File: src/rtl/fetch_stage.sv
`timescale 1ns/1ps
// Instruction-fetch front end: drives imem, captures its registered read data and
// hands {pc, instruction} pairs to decode through a 2-entry queue, with redirect flush.
module fetch_stage #(
  parameter int unsigned       LENGTH   = 32,
  parameter int unsigned       SIZE     = 1024,
  parameter int unsigned       SEL_BITS = $clog2(SIZE),
  parameter logic [LENGTH-1:0] RESET_PC = '0
) (
  input  logic                clk,
  input  logic                reset,
  output logic [SEL_BITS-1:0] imem_addr,
  input  logic [LENGTH-1:0]   imem_ins,
  input  logic                redirect_valid,
  input  logic [LENGTH-1:0]   redirect_pc,
  output logic                out_valid,
  input  logic                out_ready,
  output logic [LENGTH-1:0]   out_pc,
  output logic [LENGTH-1:0]   out_ins
);

  localparam int unsigned DEPTH = 2;
  localparam int unsigned CNT_W = 2;
  localparam int unsigned OCC_W = 3;

  typedef struct packed {
    logic [LENGTH-1:0] pc;
    logic [LENGTH-1:0] ins;
  } entry_t;

  logic [LENGTH-1:0] fpc;
  logic              inflight;
  logic [LENGTH-1:0] inflight_pc;
  entry_t            queue [DEPTH];
  logic              rd_ptr;
  logic              wr_ptr;
  logic [CNT_W-1:0]  count;

  logic              deq;
  logic              push;
  logic              issue;
  logic [OCC_W-1:0]  occupancy;
  logic [LENGTH-1:0] redirect_base;
  logic [LENGTH-1:0] fetch_pc;
  logic              unused_bits;

  // Handshake, issue throttle and fetch address selection
  always_comb begin
    out_valid     = (count != '0) & ~redirect_valid;
    out_pc        = '0;
    out_ins       = '0;
    if (count != '0) begin
      out_pc  = queue[rd_ptr].pc;
      out_ins = queue[rd_ptr].ins;
    end
    deq           = out_valid & out_ready;
    push          = inflight & ~redirect_valid;
    // A read issued now returns next cycle; only issue if a slot will be free for it.
    occupancy     = OCC_W'(count) + OCC_W'(inflight) - OCC_W'(deq);
    issue         = occupancy < OCC_W'(2);
    redirect_base = {redirect_pc[LENGTH-1:2], 2'b00};
    fetch_pc      = redirect_valid ? redirect_base : fpc;
    imem_addr     = fetch_pc[SEL_BITS+1:2];
  end

  assign unused_bits = ^{redirect_pc[1:0], fetch_pc[1:0], fetch_pc[LENGTH-1:SEL_BITS+2]};

  // Fetch pointer, outstanding read tracking and output queue
  always_ff @(posedge clk or negedge reset) begin
    if (!reset) begin
      fpc         <= RESET_PC;
      inflight    <= 1'b0;
      inflight_pc <= '0;
      rd_ptr      <= 1'b0;
      wr_ptr      <= 1'b0;
      count       <= '0;
      for (int i = 0; i < int'(DEPTH); i++) begin
        queue[i] <= '0;
      end
    end else if (redirect_valid) begin
      // Flush everything; the outstanding read is dropped and the target is fetched now.
      fpc         <= redirect_base + LENGTH'(4);
      inflight    <= 1'b1;
      inflight_pc <= redirect_base;
      rd_ptr      <= 1'b0;
      wr_ptr      <= 1'b0;
      count       <= '0;
    end else begin
      inflight <= issue;
      if (issue) begin
        inflight_pc <= fpc;
        fpc         <= fpc + LENGTH'(4);
      end
      if (push) begin
        queue[wr_ptr] <= '{pc: inflight_pc, ins: imem_ins};
        wr_ptr        <= ~wr_ptr;
      end
      if (deq) begin
        rd_ptr <= ~rd_ptr;
      end
      count <= count + CNT_W'(push) - CNT_W'(deq);
    end
  end

endmodule

File: config.mk
export PLATFORM = sky130hd
export DESIGN_NAME = fetch_stage
export DESIGN_NICKNAME = d
export VERILOG_FILES = /design/src/rtl/fetch_stage.sv
export SDC_FILE = /design/constraint.sdc
export NUM_CORES = 1
export LEC_CHECK = 0
export CAP_MARGIN = 20
export CORE_ASPECT_RATIO = 0.7
export CORE_MARGIN = 1
export CORE_UTILIZATION = 45
export DETAILED_ROUTE_END_ITERATION = 12
export PLACE_DENSITY = 0.68
export SLEW_MARGIN = 0
export SYNTH_ARGS = -nofsm -noshare
export SYNTH_HDL_FRONTEND = slang
export SYNTH_SLANG_ARGS = --single-unit
export TNS_END_PERCENT = 20
File: constraint.sdc
create_clock -name clk -period 7.6 [get_ports clk]
set_input_delay 0.76 -clock clk [delete_from_list [all_inputs] [get_ports clk]]
set_output_delay 0.76 -clock clk [all_outputs]
set_load 0.05 [all_outputs]
After elaboration in Yosys (flattened, before gate mapping)
Cells that the tools add are included.
{"block": "totals", "ff_bits": 197, "rom_bits": 0, "latch_bits": 0, "out_inout_bits": 75, "mem_bits_rw": 0, "word_cells": 53, "n_memories": 0, "inputBits": 68}
{"block": "op_classes", "n_eq_ne": 0, "multipliers": 0, "addsub": 6, "reduce_logical": 6, "magnitude_cmp": 4, "mux": 19, "shift": 0, "div": 0, "n_bitwise": 8}
{"op": "2-to-1 mux 64 bit", "count": 4}
{"op": "2-to-1 mux 32 bit", "count": 6}
{"op": "bitwise mux 128 bit", "count": 1}
{"op": "adder 32 x 3 -> 32 bit, second input constant", "count": 2}
{"op": "demux 64 bit (select 1 bit)", "count": 1}
{"op": "2-to-1 mux 12 bit", "count": 1}
{"op": "nonzero test 2 bit", "count": 4}
{"op": "2-to-1 mux 1 bit", "count": 5}
{"op": ">= comparator 2 bit, second input constant", "count": 2}
{"op": "NOT 1 -> 2 bit", "count": 2}
{"op": "adder 2 x 1 -> 3 bit", "count": 1}
{"op": "AND 1 bit", "count": 3}
{"op": "< comparator 3 x 2 -> 1 bit, second input constant", "count": 1}
{"op": "NOT 1 bit", "count": 3}
{"op": "subtractor 3 x 1 -> 3 bit", "count": 1}
{"op": "adder 2 x 1 -> 2 bit", "count": 1}
{"op": "< comparator 2 x 1 -> 1 bit, second input constant", "count": 1}
{"op": "2-to-1 mux 2 bit", "count": 1}
{"op": "AND reduction 2 bit", "count": 1}
{"op": "subtractor 2 x 1 -> 2 bit", "count": 1}
{"op": "logical AND 1 bit", "count": 1}

Logic depth before layout (Yosys ltp)
{"block": "logic_depth", "ltp_word": 7, "mapped_depth": 15, "depth_no_buf": 10}

Worst setup path after synthesis
No wires, ideal clock.
{"block": "synth_timing", "kind": "input to register", "startpoint": "input port redirect_valid", "endpoint": "register fpc[20]", "n_path_buf": 5, "slack_ns": 4.091, "arrival_time_ns": 3.370, "setup_time_ns": 0.138, "stages": 13, "required_time_ns": 7.462, "cell_sequence": "buf_6 > buf_6 > buf_4 > buf_2 > nor4bb_1 > o21ai_0 > fa_1 > xnor2_1 > nand2_1 > buf_1 > nor2_1 > xnor2_1 > mux2i_1"}
{"block": "synth_via", "elab_chain_len": 6, "word_cells_on_any_way": 7, "classes_between": "1 x add/sub; 1 x order compare; 1 x mux; 3 x bitwise; 1 x reduce/logical"}
{"element": "start: declaration", "line": "14", "source": "input logic redirect_valid,"}
{"element": "NOT 1 bit (no line)"}
{"element": "AND 1 bit", "line": "49", "source": "out_valid = (count != '0) & ~redirect_valid;"}
{"element": "AND 1 bit", "line": "56", "source": "deq = out_valid & out_ready;"}
{"element": "subtractor 3 x 1 -> 3 bit", "line": "59", "source": "occupancy = OCC_W'(count) + OCC_W'(inflight) - OCC_W'(deq);"}
{"element": "< comparator 3 x 2 -> 1 bit", "line": "60", "source": "issue = occupancy < OCC_W'(2);"}
{"element": "nonzero test 2 bit (no line)"}
{"element": "end signal: assignment", "line": "82", "source": "fpc <= redirect_base + LENGTH'(4);"}
{"element": "end signal: assignment", "line": "92", "source": "fpc <= fpc + LENGTH'(4);"}
{"element": "end: declaration", "line": "31", "source": "logic [LENGTH-1:0] fpc;"}
Parallel ways exist; a longest one is shown, timed or not.
A chain may end at the register's enable or synchronous reset.

Worst setup path after layout
{"block": "layout_timing", "startpoint": "register rd_ptr", "endpoint": "output port out_pc[8]"}
{"block": "layout_via", "elab_chain_len": 5}
{"element": "start: declaration", "line": "35", "source": "logic rd_ptr;"}
{"element": "start signal: assignment", "line": "99", "source": "rd_ptr <= ~rd_ptr;"}
{"element": "NOT 1 -> 2 bit (not written as such)", "line": "53", "source": "out_pc = queue[rd_ptr].pc;"}
{"element": "2-to-1 mux 64 bit (3 in series)"}
{"element": "2-to-1 mux 32 bit", "line": "52", "source": "if (count != '0) begin"}
{"element": "end: declaration", "line": "18", "source": "output logic [LENGTH-1:0] out_pc,"}
No other way between the ends. The select of a mux whose other input is x is not followed.

==> key figures <==
Route
  • Routed Antenna Nets: 0
  • Vias: about 6600
  • Drt initial violations: between 200 and 300
  • Drt drc: 0
  • Max Used Layer: met4
  • Met3 routed WL: 1118 um
  • Met1 WL: roughly 11000 um
  • Initial DRT Pass Iterations: 4
  • Met2 routed WL: 9236 um
  • Average wire per standard cell: 17.25 um
  • DRT Wirelength: ~21000 um
  • Via/cell ratio: 5.310

Pwr
  • Pwr/cell area: about 430 nW/um2
  • Clock power frac: between 10% and 20%
  • Leak: 4.754 nW
  • P_sw: 2.072 mW
  • Sw Share: 41.58%
  • Power, Total: 4.984 mW
  • Int Pwr: 2.911 mW
  • Peak supply drop: 272.8 uV
  • Logic pwr share: 46.0%
  • Sequential Power Share: 35.4%

Yosys
  • Mux cell area share after synthesis: 25.75%
  • Most used flip-flop cell after synthesis: dfrtp_1
  • Syn_area_per_cell: 11.39 um2
  • Post-synth EDFFs: 0
  • Register area share after synthesis: 49.51%
  • Largest family of logic cells by synthesized area: multiplexers
  • Cell variety after synth: 56
  • Xor/xnor share of the synthesized area: 4.126%
  • Mapped Area: roughly 9600 um2
  • Yosys warns: 0
  • Post-Synthesis Cells: approximately 840
  • Synthesized-area fraction occupied by adder cells: less than 1%
  • Synth async-reset ratio: 100.0%
  • Synth Area in Simple Gates: 12.69%
  • Post-synthesis register bit count: 189
  • Compound-Gate Fraction of Synth Area: 4.375%

Floorplanning
  • Die area: 21820 um2
  • Rows: 44
  • Chip height: 123.9 um
  • Area of the core: 20750 um2
  • Chip width: around 180 um
  • # IOs: about 140
  • Initial Util: 46.03%

Global routing
  • Initial antenna violation count: 0
  • First-pass GRT wire length: 34940 um
  • Vias in the first global route: 6364
  • Total GRT Usage: 20.77%
  • Gr ovfl total: 0
  • Largest net degree at the start of global routing: 91

Clock tree
  • Clk slew on worst S/H paths: around 70 ps
  • Clk_lat worst skew: 430 ps
  • CTS tree: done
  • Root Buffer: clkbuf_16
  • Clk buf depth: 2
  • H-tree depth: 4
  • Post-CTS Setup Bufs: 0
  • CTS Hold Bufs: 0
  • CTS Sinks: about 190
  • Num CTS Buffers: 17
  • Post-cts sizing count: 0

Layout
  • Total Nets Final: 1022
  • Area grow syn2layout: 22.69%
  • Ant. Diodes: 0
  • Filler cell count: 1779
  • Area of the multi-input gates: 4562 um2
  • Share of cells above drive strength 1: 16.60%
  • Register area: 4733 um2

Critical path
  • Reg2Reg Setup Slack: between 4000 and 5000 ps
  • Capture point of the worst reg-to-reg path: inflight_pc[3]
  • Worst path required time: 6840 ps
  • Setup Crit Path Kind: flop to output pin
  • CP Launch Type: flop
  • Worst-case reg-to-reg path depth: 8
  • CP Max Fanout: 34
  • Worst r2r src: count[1]
  • CP Capture Type: output pin
  • Worst EP arrival: 3100 ps

Timing
  • Worst slew pin tran: between 900 and 1000 ps
  • Tcrit/Tclk final: about 50%
  • Setup_tns: 0 ps
  • Hold Fails Final Rpt: 0
  • Unrepaired setup endpoints after global routing: no
  • Shortest period the worst path allows: 3860 ps
  • Final setup fails: 0
  • Achievable Freq: 259.1 MHz
  • Final Skew: 11.67 ps
  • Rel. slew slack: 33.62%
  • Final Max Tran Viols: 0

Place
  • Final HPWL DP: 14380 um
  • Number of I/O port buffers: roughly 140
  • RePlAce Congestion: 0.8268

Hold path
  • Worst Hold Class: primary input to asynchronous set/reset pin

Flow run
  • Max cap viols: 0

Status
  • Outcome: complete, no violations
-- final cells by class --
type | count | area share [%]
flip-flops and latches | 189 | 40.39
clock inverters | 14 | 1.527
repair buffers | 146 | 12.31
multi-input cells | 592 | 38.92
inverters | 5 | 0.1601
well taps | 276 | 2.947
clock buffers | 18 | 3.747
-- worst max-delay path: stages, from the launching register on --
cell             delay (ps)
dfrtp_4                 780
buf_4                   620
mux2i_1                 190
nor2_1                  220
clkdlybuf4s50_1         840
-- power by group through the flow --
stage / registers [mW] / clock network, mW / logic, mW
2_1_floorplan: 1.66 / 0 / 1.73
3_3_place_gp: 1.77 / 0 / 2.28
3_5_place_dp: 1.78 / 0 / 2.31
4_1_cts: 1.76 / 0.949 / 2.32
5_1_grt: 1.83 / 0.985 / 2.47
6_report: 1.76 / 0.928 / 2.29
-- worst max-delay path by stage --
stage,start,to,slack (ps),cells past startpoint
after detailed placement,out_ready,inflight_pc[3],3460,9
after CTS,rd_ptr,out_pc[8],3700,4
after global routing,redirect_valid,imem_addr[9],3550,6
after global placement,out_ready,inflight_pc[3],3500,9
after floorplan,redirect_valid,fpc[20],4090,13
final,rd_ptr,out_pc[8],3740,4
-- synthesized netlist by cell type (2+ instances only) --
cell	instances	share of area, %
nor3b_1	3	0.24
ha_1	2	0.26
o21ai_0	26	1.4
nand3b_1	5	0.39
buf_1	10	0.39
a22o_1	2	0.18
inv_1	3	0.12
nand4_1	14	0.92
clkbuf_1	19	0.75
mux2_2	98	12
and2_1	5	0.33
xor2_1	20	1.8
xnor2_1	25	2.3
nand2_1	49	1.9
buf_2	16	0.84
buf_4	5	0.39
nor3_1	3	0.16
o31ai_1	2	0.16
nor4_2	3	0.39
dfrtp_1	189	50
nand2b_1	4	0.26
nand4_2	3	0.39
nor2_1	112	4.4
a21boi_0	3	0.24
a21o_1	2	0.16
a22oi_1	3	0.24
nand3_1	26	1.4
a21oi_1	17	0.89
and3_1	3	0.20
buf_6	4	0.47
o21ai_1	2	0.10
a22oi_2	2	0.26
inv_2	2	0.079
mux2i_1	95	10
nand4b_1	6	0.55
mux2_1	36	4.2
-- per-stage QoR --
step           instance area (um2)  utilization [%]  instances  hold WS [ps]  setup WS, ps
3_5_place_dp                 11100            53.49       1208         474.2          3464
3_3_place_gp                 11100            53.49       1208         467.7          3495
4_1_cts                      11720            56.47       1240         353.9          3697
2_1_floorplan                 9557                -        840         457.4          4091
6_report                     11720            56.47       1240         338.5          3740
5_1_grt                      11720            56.47       1240         381.4          3548
-- flip-flops by register name (all words and copies together), names as in the netlist --
register and cells:
fpc 30, inflight_pc 30, count 2, rd_ptr 1, wr_ptr 1, inflight 1, queue 124
-- cells in the final DEF, fill, tap and decap left out, drive strengths merged, types with 2 or more instances in the layout --
master	netlist	layout
conb	1	2
nand3	27	27
nor3	4	4
bufinv	0	2
a21o	2	2
o21ai	28	28
and2	5	5
buf	35	9
nand3b	6	6
nor3b	3	3
mux2	134	134
o31ai	2	2
nand4	17	17
clkinv	0	6
clkbuf	19	19
xor2	20	20
nor4	3	3
ha	2	2
nand4b	7	7
a21boi	3	3
nand2b	4	4
dfrtp	189	189
mux2i	95	95
a21oi	18	18
xnor2	25	25
clkdlybuf4s50	0	136
and3	3	3
a22oi	5	5
a22o	2	2
nand2	49	49
nor2	112	112
inv	5	10
-- per-layer routing --
layer / vias up / track usage, %
met2: 121 / 29.80
li1: 3173 / -
met5: - / 0
met1: 3282 / 31.31
met3: 9 / 4.762
met4: 0 / 5.435
-- cells by family after synthesis --
logic type / count (synthesis)
other: 1
muxes: 229
adders and majority gates: 3
buffers and inverters: 59
xor gates and xnor gates: 45
AOI/OAI and AO/OA: 68
DFF: 189
and+or+nand+nor: 245
Note: power is estimated with default switching activity, not from simulation.
